--- config.mk ---
export PLATFORM = sky130hd
export DESIGN_NAME = bp_pht_sched
export DESIGN_NICKNAME = d
export VERILOG_FILES = /design/src/rtl/bp_pht_sched.sv
export SDC_FILE = /design/constraint.sdc
export NUM_CORES = 1
export LEC_CHECK = 0
export ABC_AREA = 1
export CAP_MARGIN = 20
export CORE_ASPECT_RATIO = 1.75
export CORE_MARGIN = 3
export CORE_UTILIZATION = 43
export DETAILED_ROUTE_END_ITERATION = 10
export PLACE_DENSITY = 0.66
export SLEW_MARGIN = 20
export SYNTH_ARGS = -nofsm -noshare
export SYNTH_HDL_FRONTEND = slang
export SYNTH_SLANG_ARGS = --single-unit
--- constraint.sdc ---
create_clock -name clk -period 6.05 [get_ports clk]
set_clock_uncertainty 0.1 [all_clocks]
set_input_delay 1.21 -clock clk [delete_from_list [all_inputs] [get_ports clk]]
set_output_delay 1.21 -clock clk [all_outputs]
set_load 0.01 [all_outputs]
--- src/rtl/bp_pht_sched.sv ---
`default_nettype none
// ============================================================================
// bp_pht_sched : single-port PHT scheduler (init sweep, read/update arbitration, update FIFO)
// Revision     : 1.0
// ============================================================================
module bp_pht_sched #(
  parameter int unsigned PHT_DEPTH = 7,
  parameter int unsigned QDEPTH    = 4,
  parameter logic [1:0]  INIT_VAL  = 2'b01
) (
  input  logic                      clk,
  input  logic                      rst,
  input  logic                      flush_req,
  input  logic                      rd_req,
  input  logic [PHT_DEPTH-1:0]      rd_index,
  input  logic                      upd_valid,
  input  logic [PHT_DEPTH-1:0]      upd_index,
  input  logic                      upd_taken,
  input  logic [1:0]                upd_ctr,
  output logic                      pht_en,
  output logic                      pht_we,
  output logic [PHT_DEPTH-1:0]      pht_addr,
  output logic [1:0]                pht_wdata,
  input  logic [1:0]                pht_rdata,
  output logic                      rd_grant,
  output logic                      pred_taken,
  output logic                      busy,
  output logic [$clog2(QDEPTH):0]   qcount
);

  localparam int unsigned QW = $clog2(QDEPTH);
  localparam int unsigned EW = PHT_DEPTH + 3;
  localparam logic [QW:0]          C_QFULL   = (QW+1)'(QDEPTH);
  localparam logic [QW:0]          C_CNT_ONE = (QW+1)'(1);
  localparam logic [QW-1:0]        C_PTR_ONE = QW'(1);
  localparam logic [PHT_DEPTH-1:0] C_SWP_ONE = PHT_DEPTH'(1);

  typedef enum logic [0:0] {
    ST_INIT = 1'b0,
    ST_RUN  = 1'b1
  } state_e;

  state_e               state_q, state_d;
  logic [PHT_DEPTH-1:0] sweep_q, sweep_d;
  logic [QW-1:0]        rd_ptr_q, rd_ptr_d;
  logic [QW-1:0]        wr_ptr_q, wr_ptr_d;
  logic [QW:0]          count_q, count_d;
  logic [EW-1:0]        fifo_q [QDEPTH];

  logic                 push;
  logic                 pop;
  logic [EW-1:0]        head;
  logic                 rdata_unused;

  function automatic logic [1:0] sat2(input logic [1:0] ctr, input logic taken);
    if (taken) begin
      return (ctr == 2'b11) ? 2'b11 : ctr + 2'b01;
    end
    return (ctr == 2'b00) ? 2'b00 : ctr - 2'b01;
  endfunction

  assign head         = fifo_q[rd_ptr_q];
  assign rdata_unused = pht_rdata[0];

  // Port arbitration: a full FIFO outranks fetch so updates never stall forever.
  always_comb begin
    pht_en    = 1'b0;
    pht_we    = 1'b0;
    pht_addr  = '0;
    pht_wdata = 2'b00;
    rd_grant  = 1'b0;
    pop       = 1'b0;
    if (!rst) begin
      if (state_q == ST_INIT) begin
        pht_en    = 1'b1;
        pht_we    = 1'b1;
        pht_addr  = sweep_q;
        pht_wdata = INIT_VAL;
      end else if (count_q == C_QFULL) begin
        pop = 1'b1;
      end else if (rd_req) begin
        pht_en   = 1'b1;
        pht_addr = rd_index;
        rd_grant = 1'b1;
      end else if (count_q != '0) begin
        pop = 1'b1;
      end
      if (pop) begin
        pht_en    = 1'b1;
        pht_we    = 1'b1;
        pht_addr  = head[EW-1:3];
        pht_wdata = sat2(head[1:0], head[2]);
      end
    end
  end

  assign pred_taken = pht_rdata[1] & rd_grant;
  assign busy       = rst | (state_q == ST_INIT);
  assign qcount     = rst ? '0 : count_q;
  assign push       = !rst && (state_q == ST_RUN) && upd_valid && !flush_req;

  always_comb begin
    state_d  = state_q;
    sweep_d  = sweep_q;
    rd_ptr_d = rd_ptr_q;
    wr_ptr_d = wr_ptr_q;
    count_d  = count_q;
    if (flush_req) begin
      state_d  = ST_INIT;
      sweep_d  = '0;
      rd_ptr_d = '0;
      wr_ptr_d = '0;
      count_d  = '0;
    end else if (state_q == ST_INIT) begin
      sweep_d = sweep_q + C_SWP_ONE;
      if (sweep_q == '1) begin
        state_d = ST_RUN;
      end
    end else begin
      if (push) begin
        wr_ptr_d = wr_ptr_q + C_PTR_ONE;
      end
      if (pop) begin
        rd_ptr_d = rd_ptr_q + C_PTR_ONE;
      end
      if (push && !pop) begin
        count_d = count_q + C_CNT_ONE;
      end else if (pop && !push) begin
        count_d = count_q - C_CNT_ONE;
      end
    end
  end

  always_ff @(posedge clk) begin
    if (rst) begin
      state_q  <= ST_INIT;
      sweep_q  <= '0;
      rd_ptr_q <= '0;
      wr_ptr_q <= '0;
      count_q  <= '0;
    end else begin
      state_q  <= state_d;
      sweep_q  <= sweep_d;
      rd_ptr_q <= rd_ptr_d;
      wr_ptr_q <= wr_ptr_d;
      count_q  <= count_d;
    end
  end

  // Payload storage needs no reset: occupancy alone decides what is valid.
  always_ff @(posedge clk) begin
    if (push) begin
      fifo_q[wr_ptr_q] <= {upd_index, upd_taken, upd_ctr};
    end
  end

endmodule
`default_nettype wire

# --- After elaboration in Yosys (flattened, before gate mapping) ---
# Memory sizes are Yosys's and may differ from the RTL's. A register that Yosys moved wholly into a read port is not among the register bits.
# Cells that the tools add are included.
word_totals:
  ram_bits: 40
  ff_bits: 15
  input_bits: 24
  n_memories: 1
  out_inout_bits: 17
memory_table:
  columns: ["name", "words", "word_bits", "read_ports", "rd_ports_with_merged_regs", "wr", "line", "source"]
  rows:
  - ["fifo_q", 4, 10, 1, 1, 1, "48", "logic [EW-1:0] fifo_q [QDEPTH];"]
classes:
  mux: 40
  n_bitwise: 3
  reduce_logical: 16
  addsub: 7
  n_eq_ne: 3
ops:
  columns: ["cell", "n"]
  rows:
  - ["$mux 7", 5]
  - ["$mux 1", 24]
  - ["$mux 2", 8]
  - ["$mux 3", 3]
  - ["$add 7x1->7 const B", 1]
  - ["$eq 7x7->1 const B", 1]
  - ["$add 2x1->2 const B", 3]
  - ["$reduce_and 2->1", 3]
  - ["$logic_and 1x1->1", 5]
  - ["$logic_not 1->1", 4]
  - ["$add 3x1->3 const B", 1]
  - ["$eq 3x3->1 const B", 1]
  - ["$reduce_bool 3->1", 1]
  - ["$sub 3x1->3 const B", 1]
  - ["$eq 2x2->1 const B", 1]
  - ["$logic_not 2->1", 1]
  - ["$reduce_bool 2->1", 1]
  - ["$reduce_or 2->1", 1]
  - ["$sub 2x1->2 const B", 1]
  - ["$and 1x1->1", 1]
  - ["$not 1->1", 1]
  - ["$or 1x1->1", 1]

# --- Depth between registers and ports, before layout ---
# Gate-level depths: netlist of run 1.
depth:
  depth_word: 11
  depth_mapped: 12
  depth_no_buf: 11

# --- Worst setup path before layout of run 1 ---
# Ideal clock, no wire load.
synth_path:
  path_kind: "input -> output"
  from: "input rd_req"
  to: "output pht_addr[1]"
  path_buffers: 1
  path_stages: 9
  slack_ps: 2760
  required_time_ps: 4740
  arrival_ps: 1980
  cell_sequence: "buf_4 > inv_2 > o21ai_2 > nand2_4 > nand2_4 > inv_4 > nand2_1 > nand2_1 > a21oi_1"
synth_via:
  elab_chain_cells: 6
  elab_cells_between_ends: 9
synth_lines:
  columns: ["element", "line", "source"]
  rows:
  - ["from (decl)", "14", "input logic rd_req,"]
  - ["$mux 1", "81", "end else if (rd_req) begin"]
  - ["$mux 1", "79", "end else if (count_q == C_QFULL) begin"]
  - ["$mux 1", "74", "if (state_q == ST_INIT) begin"]
  - ["$mux 1", "73", "if (!rst) begin"]
  - ["$mux 7 *", "88", "if (pop) begin"]
  - ["$mux 7 *", "73", null]
  - ["to (decl)", "22", "output logic [PHT_DEPTH-1:0] pht_addr,"]
# Every way passes the cells marked *; elsewhere a longest branch is shown, timed or not. The select of a mux whose other input is x is not followed.

# --- Worst setup path in the final report of run 1 ---
layout_path:
  from: "input rd_req"
  to: "output pht_addr[4]"
# Same word-level chain as after synthesis.

==> results of run 1 <==
## registers in the layout (all words and copies together) (netlist names), named ones only
register and cells:
state_q 1, wr_ptr_q 2, count_q 3, rd_ptr_q 2, sweep_q 7, fifo_q 40
## worst max-delay path, stage by stage
cell and delay (ps):
clkdlybuf4s50_1 690, inv_2 60, o21ai_2 80, nand2_4 100
nand2_4 130, inv_4 70, nand2_1 60, nand2_1 40
a21oi_1 170, clkdlybuf4s50_1 570
## logic make-up (layout without fill, tap and decap cells)
| family | Yosys count | count (layout) |
|---|---|---|
| adders and majority gates | 7 | 7 |
| buffers and inverters | 38 | 85 |
| AOI/OAI and AO/OA | 38 | 38 |
| xor gates and xnor gates | 2 | 2 |
| and+or+nand+nor | 150 | 150 |
| DFF | 57 | 57 |
## routing by layer
layer / vias to the layer above / share of wire, %
li1: 1054 / -
met1: 922 / 40
met2: 47 / 54
met3: 7 / 4.4
met4: 0 / 1.5
met5: - / 0
## cell usage in the layout (no fill, tap or decap), types with 9 or more instances in the layout
cell             synthesis  routed
edfxtp_1                40      40
dfxtp_1                 17      17
inv_1                   23      23
nor2_1                  22      21
nand3_1                 28      28
o21ai_0                 12      12
nand2_1                 83      83
clkdlybuf4s50_1          0      39
a21oi_1                 21      21
clkbuf_8                 0       9
## final timing paths
kind / start / endpoint / slack (ps)
setup / recovery: rd_req / pht_addr[4] / 1550
hold / removal: sweep_q[3]$_SDFFE_PP0N_ / sweep_q[3]$_SDFFE_PP0N_ / 400
setup reg to reg: state_q$_SDFF_PP0_ / count_q[2]$_SDFFE_PP0P_ / 3390
hold reg to reg: sweep_q[3]$_SDFFE_PP0N_ / sweep_q[3]$_SDFFE_PP0N_ / 400
## per-stage QoR
stage / hold slack, ps / instance area [µm²] / util [%] / worst slack (ps)
floorplan: 359 / 2740 / - / 2760
global placement: 380 / 3150 / 52.3 / 1580
detailed placement: 385 / 3150 / 52.3 / 1560
CTS: 397 / 3330 / 55.3 / 1550
global route: 427 / 3330 / 55.4 / 1380
finish: 402 / 3330 / 55.4 / 1550
## area by class of cell
cell class	instances	area, µm²
clock buffers	12	135
inverters	30	118
well taps	78	97.6
repair buffers	39	390
clock inverters	4	45.0
fillers	579	2690
multi-input cells	197	1010
flip-flops and latches	57	1540
## power by group through the flow
| stage | Clock, W | Sequential [W] | Combinational, W |
|---|---|---|---|
| 6_report | 0.000328 | 0.000418 | 0.0000319 |
| 5_1_grt | 0.000355 | 0.000418 | 0.0000350 |
| 4_1_cts | 0.000337 | 0.000418 | 0.0000323 |
| 3_5_place_dp | 0 | 0.000427 | 0.0000321 |
| 3_3_place_gp | 0 | 0.000426 | 0.0000317 |
| 2_1_floorplan | 0 | 0.000426 | 0.0000111 |
==> impl_metrics.yaml, run 1 <==
outcome:
  outcome: "completed"
finish:
  syn2layout_area_growth_pct: 21.9
  instances_no_fill: 417
  num_antenna_cells: 0
  nets: 365
  drive_above_1_share_pct: 9.73
timing:
  rsz0062_at_grt: "no"
  final.setup.tns_ps: 0
  fin_crit_sh_pct: 74.3
  max_freq_mhz: 222
  final_max_slew_viol_count: 0
  setup_viol: 0
  finalCriticalPeriod_ps: 4500
  hold_viol_final: 0
  slew_headroom_pct: 33.1
  tightest_slew_ps: 999
drt:
  ant_nets: 0
  drt-initial-drc-count: 110
  first_pass_iters: 4
  routedWlPerCell_um: 13.2
  drcViolationCount: 0
  via_per_inst: 4.87
  drt-total-wl_um: 5510
  dr_total_vias: 2030
logic_synthesis:
  synth_top_area_share_pct: 43.9
  avgSynthCellArea_um2: 9.37
  ys.flop_type: "edfxtp_1"
  synth_fa_ha_area_share_pct: 3.48
  post_synth_instance_area_mm2: 0.00274
  ys_seq_elements: 57
  synth_edf_count: 40
  synth_top_family_by_area: "simple AND/OR/NAND/NOR gates"
  synth-xor-area-share_pct: 0.640
  synth-compound-area-share_pct: 7.41
  synthCells: 292
  syn_nets: 323
  seq_area_frac_synth_pct: 56.4
  ys_async_sr_fraction_pct: 0
  yosys.cell_types.count: 33
  yosysWarningCount: 0
  synth.area.top_cells: "edfxtp_1 44%, dfxtp_1 12%, nand2_1 11%"
  yosysMostFrequentCell: "nand2_1"
  yosys-top-cells-count: "83 x nand2_1, 40 x edfxtp_1, 28 x nand3_1"
  yosysTopAreaCell: "edfxtp_1"
  synthMuxAreaShare_pct: 0
  synth_simple_gate_area_share_pct: 25.2
setup_path:
  crit_arrival_ps: 3190
  required_ps: 4740
  reg2reg_depth: 11
  critPathMaxFanout: 10
  end_kind: "output pin"
  critPathLaunchType: "input pin"
  crit_type: "input pin to output pin"
clock_tree:
  root_buffer: "clkbuf_8"
  clk_latency_ps: 330
  clock-sinks: 57
  cts_buffers: 9
  hold_buffers: 0
  cts_resized: 0
  cts_buffer_depth: 2
  post_cts_buffers: 0
  htree_num_levels: 3
  path_clk_slew_ps: 70
  cts_tree: "yes"
placement:
  place_inst: 401
  io_buffers: 39
  gp_congestion: 0.773
  dp_hpwl_um: 3920
floorplan:
  die-height_um: 112
  die_x_um: 66.3
  core-area_mm2: 0.00602
  rows: 37
  start_util_pct: 45.4
  die_area_mm2: 0.00739
  io_pins: 41
global_route:
  grt-busiest-layer: "met2"
  antenna_found_initial: 0
  first_global_vias: 1885
  use_met2_pct: 28.5
  grt_max_degree: 24
  gr-total-overflow: 0
  use_met1_pct: 17.7
  grt_pass1_wl_um: 9070
  track_usage_pct: 16.3
  grt_util_met3_pct: 4.64
power_and_ir_drop:
  switching_power_w: 0.000154
  netSwitchingFraction_pct: 19.8
  p_leak_nw: 1.26
  combPwrFrac_pct: 4.1
  seqPwrFrac_pct: 53.8
  clkPwrFrac_pct: 42.1
  total_power_w: 0.000778
  cellInternalPower_w: 0.000624
  ir_drop_mv: 0.222
  p_per_area_mw_per_mm2: 233
min_path:
  holdCritPathClass: "register to register"
  whs_path_depth: 2
flow_run:
  maxCapViolations: 0
(Power assumes the default switching activity.)
==> inputs of run 2 (changes only) <==
--- a/config.mk
+++ b/config.mk
@@ -11,7 +11,7 @@
 export CORE_MARGIN = 3
 export CORE_UTILIZATION = 43
 export DETAILED_ROUTE_END_ITERATION = 10
-export PLACE_DENSITY = 0.66
+export PLACE_DENSITY = 0.68
 export SLEW_MARGIN = 20
 export SYNTH_ARGS = -nofsm -noshare
 export SYNTH_HDL_FRONTEND = slang
==> constraint.sdc (replaced) <==
create_clock -name clk -period 3.7 [get_ports clk]
set_clock_uncertainty 0.1 [all_clocks]
set_input_delay 0.74 -clock clk [delete_from_list [all_inputs] [get_ports clk]]
set_output_delay 0.74 -clock clk [all_outputs]
set_load 0.01 [all_outputs]
==> run 2 against run 1 <==
Core utilization rose by 0.83 points. Count of clock-buffer cells in the layout did not move. Critical path depth did not move. Sequential share of layout area down 0.68 points. Wire length grew 0.49%. Non-clock buffer count increased by 9. Sequential power increased by 64%. Clock power increased by 48%. Register-to-register slack got worse by 2000 ps. Cell count rose by 2.2%. Hold slack lost 13 ps. Critical path type unchanged.
==> impl_metrics.yaml, run 2 (synthesized netlist as in run 1, its figures left out) <==
outcome:
  outcome: "completed"
drt:
  wl_met1_um: 2110
  wl_met2_um: 3030
  top_layer: "met4"
  first_pass_iters: 4
  drt-initial-drc-count: 97
  via_per_inst: 4.84
  dr_total_vias: 2061
  ant_nets: 0
  met3_length_um: 226
  drcViolationCount: 0
  drt-total-wl_um: 5540
  routedWlPerCell_um: 13.0
setup_path:
  end_kind: "output pin"
  cp_top_family: "buffers and inverters"
  required_ps: 2860
  r2r-start: "state_q$_SDFF_PP0_"
  path_cells: "clkdlybuf4s50_1 > inv_2 > o21ai_2 > nand2_4 > nand2_4 > inv_4 > nand2_1 > nand2_1 > a21oi_1 > clkdlybuf4s50_1"
  cp.buffers_inverters: 4
  critPathLaunchType: "input pin"
  critPathMaxFanout: 8
  startpoint: "rd_req"
  cpPeakStageDelay_ps: 570
  crit_type: "input pin to output pin"
  slowest_stage: "clkdlybuf4s50_1"
  crit_arrival_ps: 2520
power_and_ir_drop:
  ir_drop_mv: 0.310
  total_power_w: 0.00122
  p_per_area_mw_per_mm2: 362
  p_leak_nw: 1.30
global_route:
  grt_pass1_wl_um: 9290
  first_global_vias: 2098
  antenna_found_initial: 0
  grt_max_degree: 19
  gr-total-overflow: 0
  track_usage_pct: 16.9
clock_tree:
  clk_latency_ps: 330
  cts_buffer_depth: 2
  hold_buffers: 0
  htree_num_levels: 3
  cts_buffers: 9
  path_clk_slew_ps: 60
  cts_tree: "yes"
  cts_resized: 0
  post_cts_buffers: 0
  clock-sinks: 57
  root_buffer: "clkbuf_8"
min_path:
  holdCritPathClass: "register to register"
  min_from: "sweep_q[3]$_SDFFE_PP0N_"
placement:
  io_buffers: 39
  gp_congestion: 0.793
  place_inst: 410
  pre_cts_ws_ps: 338
  dp_hpwl_um: 4070
finish:
  nets: 374
  top_regs: "fifo_q x40, sweep_q x7, count_q x3"
  largest_register_ff_count: 40
  final_common_cell: "nand2_1"
  instances_no_fill: 426
  syn2layout_area_growth_pct: 23.7
  regMostFlops: "fifo_q"
  final_cell_mix: "83 x nand2_1, 40 x edfxtp_1, 39 x clkdlybuf4s50_1, 28 x nand3_1, 23 x inv_1"
  num_antenna_cells: 0
  drive_above_1_share_pct: 12.1
timing:
  final_max_slew_viol_count: 0
  setup_viol: 0
  slew_headroom_pct: 68.7
  rsz0062_at_grt: "no"
  fin_crit_sh_pct: 90.9
  tightest_slew_ps: 469
  setup_ws_ps: 337
  finalCriticalPeriod_ps: 3360
  final.setup.tns_ps: 0
  max_freq_mhz: 297
  hold_viol_final: 0
floorplan:
  die_area_mm2: 0.00739
  start_util_pct: 45.4
  core-area_mm2: 0.00602
  rows: 37
  die-height_um: 112
  io_pins: 41
  die_x_um: 66.3
flow_run:
  maxCapViolations: 0
run 2: cell types whose count changed in the layout (fill, tap and decap cells not counted), sizes merged:
| cell | before | now |
|---|---|---|
| buf | 0 | 9 |
| clkinv | 4 | 5 |
| bufinv | 1 | 0 |
run 2: stage by stage:
step	utilization [%]	instance area, µm²	hold WS (ps)
CTS	56.2	3380	390
global placement	53.5	3220	376
global route	56.2	3380	414
floorplan	-	2740	359
detailed placement	53.5	3220	380
finish	56.2	3380	389
run 2: tightest hold or removal path: stages (launching register included):
cell,delay [ps]
dfxtp_1,310
inv_1,80
a21oi_1,60
run 2: final cells by class:
type / instances / area (µm²)
timing repair buffer: 48 / 458
clock buffer: 12 / 145
clock inverter: 4 / 20.0
multi-input combinational: 197 / 1000
sequential: 57 / 1540
inverter: 30 / 118
tap: 78 / 97.6
fill: 563 / 2640
run 2: path summary, 6_finish.rpt:
kind	end	slack, ps	cells past startpoint
worst min-delay path	sweep_q[3]$_SDFFE_PP0N_	390	2
worst max register to register	count_q[2]$_SDFFE_PP0P_	1380	11
worst min register to register	sweep_q[3]$_SDFFE_PP0N_	390	2
worst max-delay path	pht_addr[1]	340	10
run 2: power breakdown:
part / total, W / internal [W] / switching, W
logic: 0.0000548 / 0.0000320 / 0.0000228
clock network: 0.000486 / 0.000256 / 0.000229
registers: 0.000684 / 0.000682 / 0.00000145
run 2: metal layers:
layer / up-vias / GRT usage, %
met2: 44 / 30.5
met1: 930 / 16.3
met3: 12 / 4.64
met5: - / 0
li1: 1075 / -
met4: 0 / 10.0
==> inputs of run 3 (changes only) <==
--- a/config.mk
+++ b/config.mk
@@ -8,7 +8,7 @@
 export ABC_AREA = 1
 export CAP_MARGIN = 20
 export CORE_ASPECT_RATIO = 1.75
-export CORE_MARGIN = 3
+export CORE_MARGIN = 2
 export CORE_UTILIZATION = 43
 export DETAILED_ROUTE_END_ITERATION = 10
 export PLACE_DENSITY = 0.68
==> run 3 against run 2 <==
Sequential share of layout area down 0.45 points. Register-to-register slack improved by 60 ps. Setup slack gained 81 ps. Core utilization down 0.93 points. Cell count increased by 0.47%. Flip-flop and latch count unchanged. Critical path depth unchanged. Critical endpoint is now pht_addr[3]. Combinational power rose by 1%. Largest power group unchanged. Total power grew 6.3%. First-iteration DRC count grew 34%. Global-route usage rose by 0.26 points.
==> impl_metrics.yaml, run 3 (synthesized netlist as in run 1, its figures left out) <==
setup_path:
  path_cells: "clkdlybuf4s50_1 > inv_2 > o21ai_2 > nand2_4 > nand2_4 > inv_4 > nand2_1 > nand2_1 > a21oi_1 > clkdlybuf4s50_1"
  r2r-start: "state_q$_SDFF_PP0_"
  cp_top_family: "buffers and inverters"
  end_kind: "output pin"
  reg2reg_depth: 11
  critPathLaunchType: "input pin"
  crit_cells: 10
  cp.buffers_inverters: 4
  reg2reg_slack_ps: 1440
  crit_arrival_ps: 2440
  critPathMaxFanout: 8
  slowest_stage: "clkdlybuf4s50_1"
  cpPeakStageDelay_ps: 560
  startpoint: "rd_req"
  cp-endpoint: "pht_addr[3]"
  crit_type: "input pin to output pin"
  reg2reg_to: "count_q[2]$_SDFFE_PP0P_"
  required_ps: 2860
drt:
  drt-initial-drc-count: 130
  drcViolationCount: 0
  dr_total_vias: 2072
  via_per_inst: 4.84
  drt-total-wl_um: 5510
  first_pass_iters: 4
  routedWlPerCell_um: 12.9
  ant_nets: 0
clock_tree:
  root_buffer: "clkbuf_8"
  path_clk_slew_ps: 70
  cts_buffer_depth: 2
  htree_num_levels: 3
  clock-sinks: 57
  post_cts_buffers: 0
  cts_resized: 0
  cts_tree: "yes"
  cts_buffers: 9
  clk_latency_ps: 330
  hold_buffers: 0
finish:
  num_antenna_cells: 0
  regMostFlops: "fifo_q"
  final_common_cell: "nand2_1"
  final_cell_mix: "83 x nand2_1, 40 x edfxtp_1, 39 x clkdlybuf4s50_1, 28 x nand3_1, 23 x inv_1"
  nets: 374
  top_regs: "fifo_q x40, sweep_q x7, count_q x3"
  syn2layout_area_growth_pct: 24.9
  drive_above_1_share_pct: 12.4
  fillerInstances: 561
  finish.utilization_pct: 55.3
  largest_register_ff_count: 40
placement:
  gp_congestion: 0.813
  dp_hpwl_um: 4070
  io_buffers: 39
timing:
  whs_ps: 391
  hold_viol_final: 0
  slew_headroom_pct: 68.5
  final_max_slew_viol_count: 0
  max_freq_mhz: 305
  finalCriticalPeriod_ps: 3280
  final.setup.tns_ps: 0
  fin_crit_sh_pct: 88.7
  setup_viol: 0
  rsz0062_at_grt: "no"
  tightest_slew_ps: 472
floorplan:
  die-height_um: 110
  die_area_mm2: 0.00704
  die_x_um: 64.3
  rows: 38
  core-area_mm2: 0.00618
  io_pins: 41
  start_util_pct: 44.3
global_route:
  gr-total-overflow: 0
  grt_pass1_wl_um: 9080
  grt_max_degree: 19
  first_global_vias: 1975
  track_usage_pct: 17.2
  antenna_found_initial: 0
power_and_ir_drop:
  p_leak_nw: 1.31
  p_per_area_mw_per_mm2: 381
  ir_drop_mv: 0.221
min_path:
  holdCritPathClass: "register to register"
outcome:
  outcome: "completed"
flow_run:
  maxCapViolations: 0
## run 3: cell count changes in the layout (fill, tap and decap cells not counted), sizes merged
| cell | previous run | this run |
|---|---|---|
| clkbuf | 12 | 11 |
| bufinv | 0 | 1 |
| clkinvlp | 0 | 2 |
| clkinv | 5 | 3 |
## run 3: worst reg2reg max path: cells and delay by family (launching register included)
family,cells,cell delay (ps)
AO/OA/AOI/OAI,2,170
adder cells (fa/ha/maj),2,510
buffers and inverters,3,230
flip-flops,1,520
AND/OR/NAND/NOR,4,680
## run 3: worst min-delay path by stage
| stage | slack, ps | cells after the start | endpoint | startpoint |
|---|---|---|---|---|
| 6_report | 390 | 2 | sweep_q[3]$_SDFFE_PP0N_ | sweep_q[3]$_SDFFE_PP0N_ |
| 3_5_place_dp | 380 | 2 | sweep_q[3]$_SDFFE_PP0N_ | sweep_q[3]$_SDFFE_PP0N_ |
| 2_1_floorplan | 360 | 2 | sweep_q[3]$_SDFFE_PP0N_ | sweep_q[3]$_SDFFE_PP0N_ |
| 5_1_grt | 430 | 2 | sweep_q[3]$_SDFFE_PP0N_ | sweep_q[3]$_SDFFE_PP0N_ |
| 4_1_cts | 400 | 2 | sweep_q[3]$_SDFFE_PP0N_ | sweep_q[3]$_SDFFE_PP0N_ |
| 3_3_place_gp | 370 | 2 | sweep_q[3]$_SDFFE_PP0N_ | sweep_q[3]$_SDFFE_PP0N_ |
## run 3: through the flow
stage	instances	area, µm²	worst slack, ps	power, W
2_1_floorplan	292	2740	1190	0.000715
4_1_cts	428	3420	390	0.00132
6_report	428	3420	418	0.00130
3_3_place_gp	412	3220	404	0.000751
5_1_grt	428	3420	292	0.00135
3_5_place_dp	412	3220	409	0.000753
## run 3: layout make-up
class,instances,area (µm²),share of cell area (%)
repair buffers,48,458,13.4
clock buffers,11,141,4.14
clock inverters,5,55.1,1.61
inverters,30,118,3.44
flip-flops and latches,57,1540,45.1
well taps,80,100,2.93
multi-input cells,197,1000,29.4
## run 3: layer usage
metal | vias up | global-route usage [%] | wire length (µm)
li1 | 1072 | - | -
met1 | 944 | 17.4 | 2210
met2 | 46 | 32.2 | 2960
met3 | 10 | 3.79 | 193
met4 | 0 | 9.27 | 144
met5 | - | 0 | 0
## run 3: power by group
group	leakage (nW)	switching, W	internal, W
Sequential	0.497	0.00000137	0.000682
Clock	0.0953	0.000236	0.000327
Combinational	0.716	0.0000236	0.0000321
